**src/rtl/des_expand_mix.sv**
```systemverilog
// DES E-expansion + subkey XOR feeding the S1..S8 address lines, behind a
// 2-entry valid/ready output FIFO. Define DES_EXPAND_PARITY_EN to add par_out.
module des_expand_mix #(
  parameter int DEPTH = 2
) (
  input  logic        clk,
  input  logic        rst_n,
  input  logic        in_valid,
  output logic        in_ready,
  input  logic [32:1] r_in,
  input  logic [48:1] k_in,
  input  logic [32:1] l_in,
  output logic        out_valid,
  input  logic        out_ready,
  output logic [6:1]  s1_in,
  output logic [6:1]  s2_in,
  output logic [6:1]  s3_in,
  output logic [6:1]  s4_in,
  output logic [6:1]  s5_in,
  output logic [6:1]  s6_in,
  output logic [6:1]  s7_in,
  output logic [6:1]  s8_in,
`ifdef DES_EXPAND_PARITY_EN
  output logic        par_out,
`endif
  output logic [32:1] l_out
);

  localparam logic [1:0] ST_EMPTY = 2'd0;
  localparam logic [1:0] ST_ONE   = 2'd1;
  localparam logic [1:0] ST_FULL  = 2'd2;

  generate
    if (DEPTH != 2) begin : g_depth_chk
      $error("des_expand_mix: only DEPTH = 2 is supported");
    end
  endgenerate

  // DES bit b lives at index 33-b, so each 6-bit E group is a descending slice.
  logic [48:1] w_e;
  logic [48:1] w_m;
  assign w_e = {r_in[1], r_in[32:28], r_in[29:24], r_in[25:20], r_in[21:16],
                r_in[17:12], r_in[13:8], r_in[9:4], r_in[5:1], r_in[32]};
  assign w_m = w_e ^ k_in;

  logic [1:0]  r_state;
  logic [1:0]  w_state_nxt;
  logic        r_wptr;
  logic        r_rptr;
  logic        r_in_ready;
  logic        r_out_valid;
  logic [48:1] r_mem_m [0:1];
  logic [32:1] r_mem_l [0:1];
  logic [48:1] r_head_m;
  logic [32:1] r_head_l;
  logic        w_acc;
  logic        w_dlv;
  logic        w_rptr_nxt;
  logic        w_head_new;

  assign w_acc      = in_valid & r_in_ready;
  assign w_dlv      = r_out_valid & out_ready;
  assign w_rptr_nxt = r_rptr ^ w_dlv;
  // The next head is the entry being written this edge whenever it lands in the read slot.
  assign w_head_new = w_acc && (w_rptr_nxt == r_wptr);

  always_comb begin
    w_state_nxt = r_state;
    case (r_state)
      ST_EMPTY: if (w_acc) w_state_nxt = ST_ONE;
      ST_ONE: begin
        if (w_acc && !w_dlv)      w_state_nxt = ST_FULL;
        else if (!w_acc && w_dlv) w_state_nxt = ST_EMPTY;
      end
      ST_FULL:  if (w_dlv) w_state_nxt = ST_ONE;
      default:  w_state_nxt = ST_EMPTY;
    endcase
  end

  always_ff @(posedge clk) begin
    if (!rst_n) begin
      r_state     <= ST_EMPTY;
      r_wptr      <= 1'b0;
      r_rptr      <= 1'b0;
      r_in_ready  <= 1'b1;
      r_out_valid <= 1'b0;
      r_mem_m[0]  <= '0;
      r_mem_m[1]  <= '0;
      r_mem_l[0]  <= '0;
      r_mem_l[1]  <= '0;
      r_head_m    <= '0;
      r_head_l    <= '0;
    end else begin
      r_state     <= w_state_nxt;
      r_in_ready  <= (w_state_nxt != ST_FULL);
      r_out_valid <= (w_state_nxt != ST_EMPTY);
      r_rptr      <= w_rptr_nxt;
      if (w_acc) begin
        r_mem_m[r_wptr] <= w_m;
        r_mem_l[r_wptr] <= l_in;
        r_wptr          <= ~r_wptr;
      end
      // Head holds its last value once the FIFO drains.
      if (w_state_nxt != ST_EMPTY) begin
        r_head_m <= w_head_new ? w_m  : r_mem_m[w_rptr_nxt];
        r_head_l <= w_head_new ? l_in : r_mem_l[w_rptr_nxt];
      end
    end
  end

`ifdef DES_EXPAND_PARITY_EN
  logic w_par;
  logic r_mem_p [0:1];
  logic r_head_p;
  assign w_par = ^w_m;

  always_ff @(posedge clk) begin
    if (!rst_n) begin
      r_mem_p[0] <= 1'b0;
      r_mem_p[1] <= 1'b0;
      r_head_p   <= 1'b0;
    end else begin
      if (w_acc) r_mem_p[r_wptr] <= w_par;
      if (w_state_nxt != ST_EMPTY) r_head_p <= w_head_new ? w_par : r_mem_p[w_rptr_nxt];
    end
  end

  assign par_out = r_head_p;
`endif

  assign in_ready  = r_in_ready;
  assign out_valid = r_out_valid;
  assign s1_in     = r_head_m[48:43];
  assign s2_in     = r_head_m[42:37];
  assign s3_in     = r_head_m[36:31];
  assign s4_in     = r_head_m[30:25];
  assign s5_in     = r_head_m[24:19];
  assign s6_in     = r_head_m[18:13];
  assign s7_in     = r_head_m[12:7];
  assign s8_in     = r_head_m[6:1];
  assign l_out     = r_head_l;

endmodule

```
**config.mk**
```make
export PLATFORM = sky130hd
export DESIGN_NAME = des_expand_mix
export DESIGN_NICKNAME = d
export VERILOG_FILES = /design/src/rtl/des_expand_mix.sv
export SDC_FILE = /design/constraint.sdc
export NUM_CORES = 1
export LEC_CHECK = 0
export ABC_CLOCK_PERIOD_IN_PS = 13050
export BUFFER_PORTS_ARGS = -buffer_cell sky130_fd_sc_hd__buf_2
export CAP_MARGIN = 30
export CORE_ASPECT_RATIO = 0.9
export CORE_MARGIN = 2
export CORE_UTILIZATION = 59
export DETAILED_ROUTE_END_ITERATION = 12
export HOLD_SLACK_MARGIN = 0.05
export PLACE_DENSITY = 0.84
export SYNTH_ARGS = -nofsm -noshare
export SYNTH_HDL_FRONTEND = slang
export SYNTH_SLANG_ARGS = --single-unit
```
**constraint.sdc**
```tcl
create_clock -name clk -period 13.05 [get_ports clk]
set_clock_uncertainty 0.1 [all_clocks]
set_input_delay 0.6525 -clock clk [delete_from_list [all_inputs] [get_ports clk]]
set_output_delay 0.6525 -clock clk [all_outputs]
set_load 0.02 [all_outputs]
```
=== Word-level counts from Yosys, hierarchy flattened ===
Memory sizes are Yosys's and may differ from the RTL's. A register that Yosys moved wholly into a read port is not among the register bits.
Cells that the tools add are included.

* Equality and inequality tests: 3
* Mux-type cells: 15
* Bitwise gates (word level): 5
* Reduce and logical (&&, ||, !) cells: 10

{| class="wikitable"
|+ Operators with widths
! kind !! count
|-
| two-way mux 48 bit || 1
|-
| OR reduction 48 bit || 1
|-
| bitwise XOR 48 bit || 1
|-
| two-way mux 32 bit || 1
|-
| OR reduction 32 bit || 1
|-
| two-way mux 1 bit || 8
|-
| two-way mux 2 bit || 4
|-
| case mux 2 bit (3 select lines) || 1
|-
| logical NOT 1 bit || 4
|-
| AND 1 bit || 2
|-
| == test 2 x 1 -> 1 bit, second input constant || 1
|-
| == test 2 bit, second input constant || 1
|-
| logical AND 1 bit || 2
|-
| logical NOT 2 bit || 1
|-
| != test 2 bit, second input constant || 1
|-
| nonzero test 2 bit || 1
|-
| inverter 1 bit || 1
|-
| bitwise XOR 1 bit || 1
|}

* Register bits after elaboration: 6
* RAM bits: 160
* Output and inout bits: 82
* Memories kept: 2

{| class="wikitable"
|+ Memory list
! name !! words !! bits a word !! rd ports !! clocked after Yosys merged registers in !! wr ports !! RTL line !! RTL
|-
| r_mem_m || 2 || 48 || 1 || 1 || 2 || 52 || <nowiki>logic [48:1] r_mem_m [0:1];</nowiki>
|-
| r_mem_l || 2 || 32 || 1 || 1 || 2 || 53 || <nowiki>logic [32:1] r_mem_l [0:1];</nowiki>
|}

=== Longest topological paths before layout ===
* Depth in word-level cells: 7
* Gate-level depth with buffers: 7

=== Worst setup path before layout ===
OpenSTA, ideal clock, no wires.

* Kind: input-to-reg
* From: input port in_valid
* To: memory r_mem_l[0][0] (netlist bit) (enable)
* Data arrival time: 6365 ps
* Data required time: 12321 ps
* Path slack: 5956 ps
* Stages: 2
* Buffers on the path: 0
* Path through: nand2_1 o21ai_0

{| class="wikitable"
|+ RTL lines
! item !! RTL line !! RTL
|-
| start, declared || 8 || <nowiki>input logic in_valid,</nowiki>
|-
| end, declared || 53 ||
|}

=== Worst setup path in the final report ===
* From: register r_out_valid (netlist: out_valid)
* To: register r_head_l, in the netlist l_out[19] (read register of r_mem_l)

* Cells in the longest elaborated chain, start to end: 6
* Elaborated cells between the ends (all ways): 10
* Classes of those cells: 4 x mux; 2 x bitwise; 4 x reduce/logical

{| class="wikitable"
|+ Ends and longest elaborated chain
! item !! RTL line !! RTL
|-
| start, declared || 51 || <nowiki>logic r_out_valid;</nowiki>
|-
| start signal, assigned || 96 || <nowiki>r_out_valid <= (w_state_nxt != ST_EMPTY);</nowiki>
|-
| AND 1 bit * || 62 || <nowiki>assign w_dlv = r_out_valid & out_ready;</nowiki>
|-
| logical AND 1 bit or logical NOT 1 bit (tied branches) || 73, 72 ||
|-
| two-way mux 2 bit or logical AND 1 bit (tied branches) || 73, 72 ||
|-
| two-way mux 2 bit || 72 || <nowiki>if (w_acc && !w_dlv) w_state_nxt = ST_FULL;</nowiki>
|-
| case mux 2 bit (3 select lines) || 69 || <nowiki>case (r_state)</nowiki>
|-
| nonzero test 2 bit || 104 || <nowiki>if (w_state_nxt != ST_EMPTY) begin</nowiki>
|-
| end, declared || 55 || <nowiki>logic [32:1] r_head_l;</nowiki>
|}

Mark *: on every way between the ends. The rest lies on a longest branch, timed or not.
A chain may end at the register's enable or synchronous reset.

==> flow_summary.yaml <==
placement:
  io_buffers: 197
  place_congestion: 0.766
  numPlacedInstances: 1155
  postPlaceCellArea_mm2: 0.0113
  dpl.hpwl_mm: 13.5
timing:
  final.min_clock_period_ns: 2.78
  fmax_mhz: 360
  worstMarginPinSlew_ns: 0.993
  hold_viol_final: 0
  maxSlewViolCount: 0
  rsz0062_at_grt: "false"
  finalSetupViolations: 0
  setup_tns_ns: 0
  timing.final.crit_share: 0.213
  maxSlewHeadroom: 0.336
synthesis:
  synth.net_count: 920
  synth_cell_types: 31
  synth_warnings: 0
  ys_async_sr_fraction: 0
  ys_ff_latch: 246
  synth_top_area_share: 0.472
  ys_top_cells_by_area: "edfxtp_1 (47%), dfxtp_1 (17%), o2bb2ai_1 (6.9%)"
  syn_inst: 804
  syn-cell-area_mm2: 0.0102
  synth_edf_count: 160
  synth_top_area_cell: "edfxtp_1"
  synth_seq_area_share: 0.642
  syn_avg_cell_area_um2: 12.6
  ys.flop_type: "edfxtp_1"
die:
  die_h_um: 129
  start_util: 0.602
  fp-row-count: 45
  fp.dieW_um: 142
  die_area_mm2: 0.0183
  ios: 198
  core-area_mm2: 0.0169
setup_path:
  crit_path_max_fanout: 45
  critPathKind: "flop to flop"
  startpoint_type: "flop"
  crit_chain: "a21boi_0 -> o21ai_4 -> buf_4 -> o221ai_1 -> o2bb2ai_1"
  slowest_stage: "o21ai_4"
  r2r-start: "out_valid"
  reg2reg_to: "l_out[19]"
  arrival_ns: 3.11
  r2r_cells: 5
  required_ns: 13.38
  slowest_delay_ns: 0.83
  endpoint_kind: "flop"
  rrSetupSlack_ns: 10.27
clock_network:
  numCtsBuffers: 24
  ctsResizeCount: 0
  post_cts_buffers: 0
  clock-sinks: 246
  hold_buffers: 0
  cts_tree: "built"
  htreeDepth: 1
  cts_buffer_depth: 3
  cts_root_buf: "clkbuf_16"
  clk_pin_slew_ns: 0.06
  clock_latency_ns: 0.51
worst_hold_path:
  whs_endpoint: "l_out[3]"
  min_path_type: "input port to flop"
  hold_start: "l_in[3]"
  min_path_cells: 3
detailed_routing:
  vias: 7379
  dr.pass1.iters: 5
  viasPerCell: 6.13
  drc: 0
  drt_wl_total_mm: 23.9
  drt_iter0_markers: 595
  ant_nets: 0
  wire_per_inst_um: 19.9
cells_and_area:
  syn_to_final_growth_pct: 19.7
  final_area_mm2: 0.0122
  fillCellCount: 1161
  layout-drive-gt1-share: 0.262
  final_cells: 1203
  final_cell_mix: "buf_2 (197), edfxtp_1 (160), nor2_1 (98)"
  final_common_cell: "buf_2"
  nets: 1088
global_routing:
  grt_use_total: 0.258
  grt_max_degree: 83
  overflow: 0
  antenna_found_initial: 2
  first_global_vias: 7074
  grt_pass1_wl_mm: 37.2
power_and_ir_drop:
  leakagePower_nw: 4.60
  power_per_cell_area_mw_per_mm2: 162
  ir_worst_vdd_uv: 94.7
status:
  outcome: "finished, final reports clean"
run:
  cap_violations: 0
state kept, by name, summed over array words and instances (netlist names):
| register | flops |
|---|---|
| r_state | 2 |
| r_rptr | 1 |
| out_valid | 1 |
| l_out | 32 |
| r_wptr | 1 |
| in_ready | 1 |
| r_mem_m | 96 |
| r_mem_l | 64 |
| r_head_m | 48 |
metrics by stage:
step	total power [mW]	setup WS, ns	util	hold slack, ns
after floorplan	1.17	5.96	-	0.429
after global placement	1.28	9.21	0.666	0.342
after CTS	1.98	10.24	0.717	0.317
after global routing	2.04	10.12	0.721	0.338
final	1.97	10.27	0.721	0.333
after detailed placement	1.30	9.94	0.671	0.341
synth_stat cells, types with 5 or more instances:
library cell    n
buf_2          16
and2_1         68
nand2_1         5
o221ai_1       79
nor2_1        100
nor3b_1        47
edfxtp_1      160
dfxtp_1        86
nor3_1         32
o2bb2ai_1      80
xnor2_1        50
clkbuf_1       50
report_power, final:
group | switching (mW) | internal (mW)
logic | 0.221 | 0.109
clock network | 0.282 | 0.404
registers | 0.0378 | 0.918
total | 0.541 | 1.43
layout make-up:
class / instances / area (µm²) / area share
clock inverter: 8 / 62.6 / 0.00514
clock buffer: 36 / 727 / 0.0597
multi-input combinational: 485 / 3400 / 0.279
sequential: 246 / 6530 / 0.536
inverter: 4 / 15.0 / 0.00123
tap: 211 / 264 / 0.0217
antenna: 2 / 5.00 / 0.000411
timing repair buffer: 211 / 1180 / 0.0968
routing by layer:
layer | GRT usage | up-vias | part of all wire
met4 | 0.0745 | 0 | 0.022
met1 | 0.362 | 3617 | 0.42
met5 | 0 | - | 0
met2 | 0.422 | 336 | 0.48
li1 | - | 3382 | -
met3 | 0.0409 | 44 | 0.076
worst max path at each step:
stage / endpoint / cells after the start / start
final: l_out[19] / 5 / out_valid
after global routing: l_out[12] / 5 / out_valid
after CTS: l_out[19] / 5 / out_valid
after detailed placement: l_out[19] / 6 / rst_n
after global placement: r_mem_m[1][19] / 4 / rst_n
after floorplan: r_mem_l[0][0] / 2 / in_valid
kinds of logic (layout without fill, tap and decap cells):
logic type,Yosys count,after routing,synth area share
xor gates and xnor gates,51,51,0.0439
buffers and inverters,73,259,0.0304
AOI/OAI and AO/OA,170,170,0.144
muxes,1,1,0.000984
other,0,2,0
DFF,246,246,0.642
and+or+nand+nor,263,263,0.138
critical path: cells and delay by family (launching register included):
kind,cells,cell delay [ns]
AO/OA/AOI/OAI,4,1.54
flip-flops,1,0.43
buffers and inverters,1,0.61
Note: power is estimated with default switching activity, not from simulation.
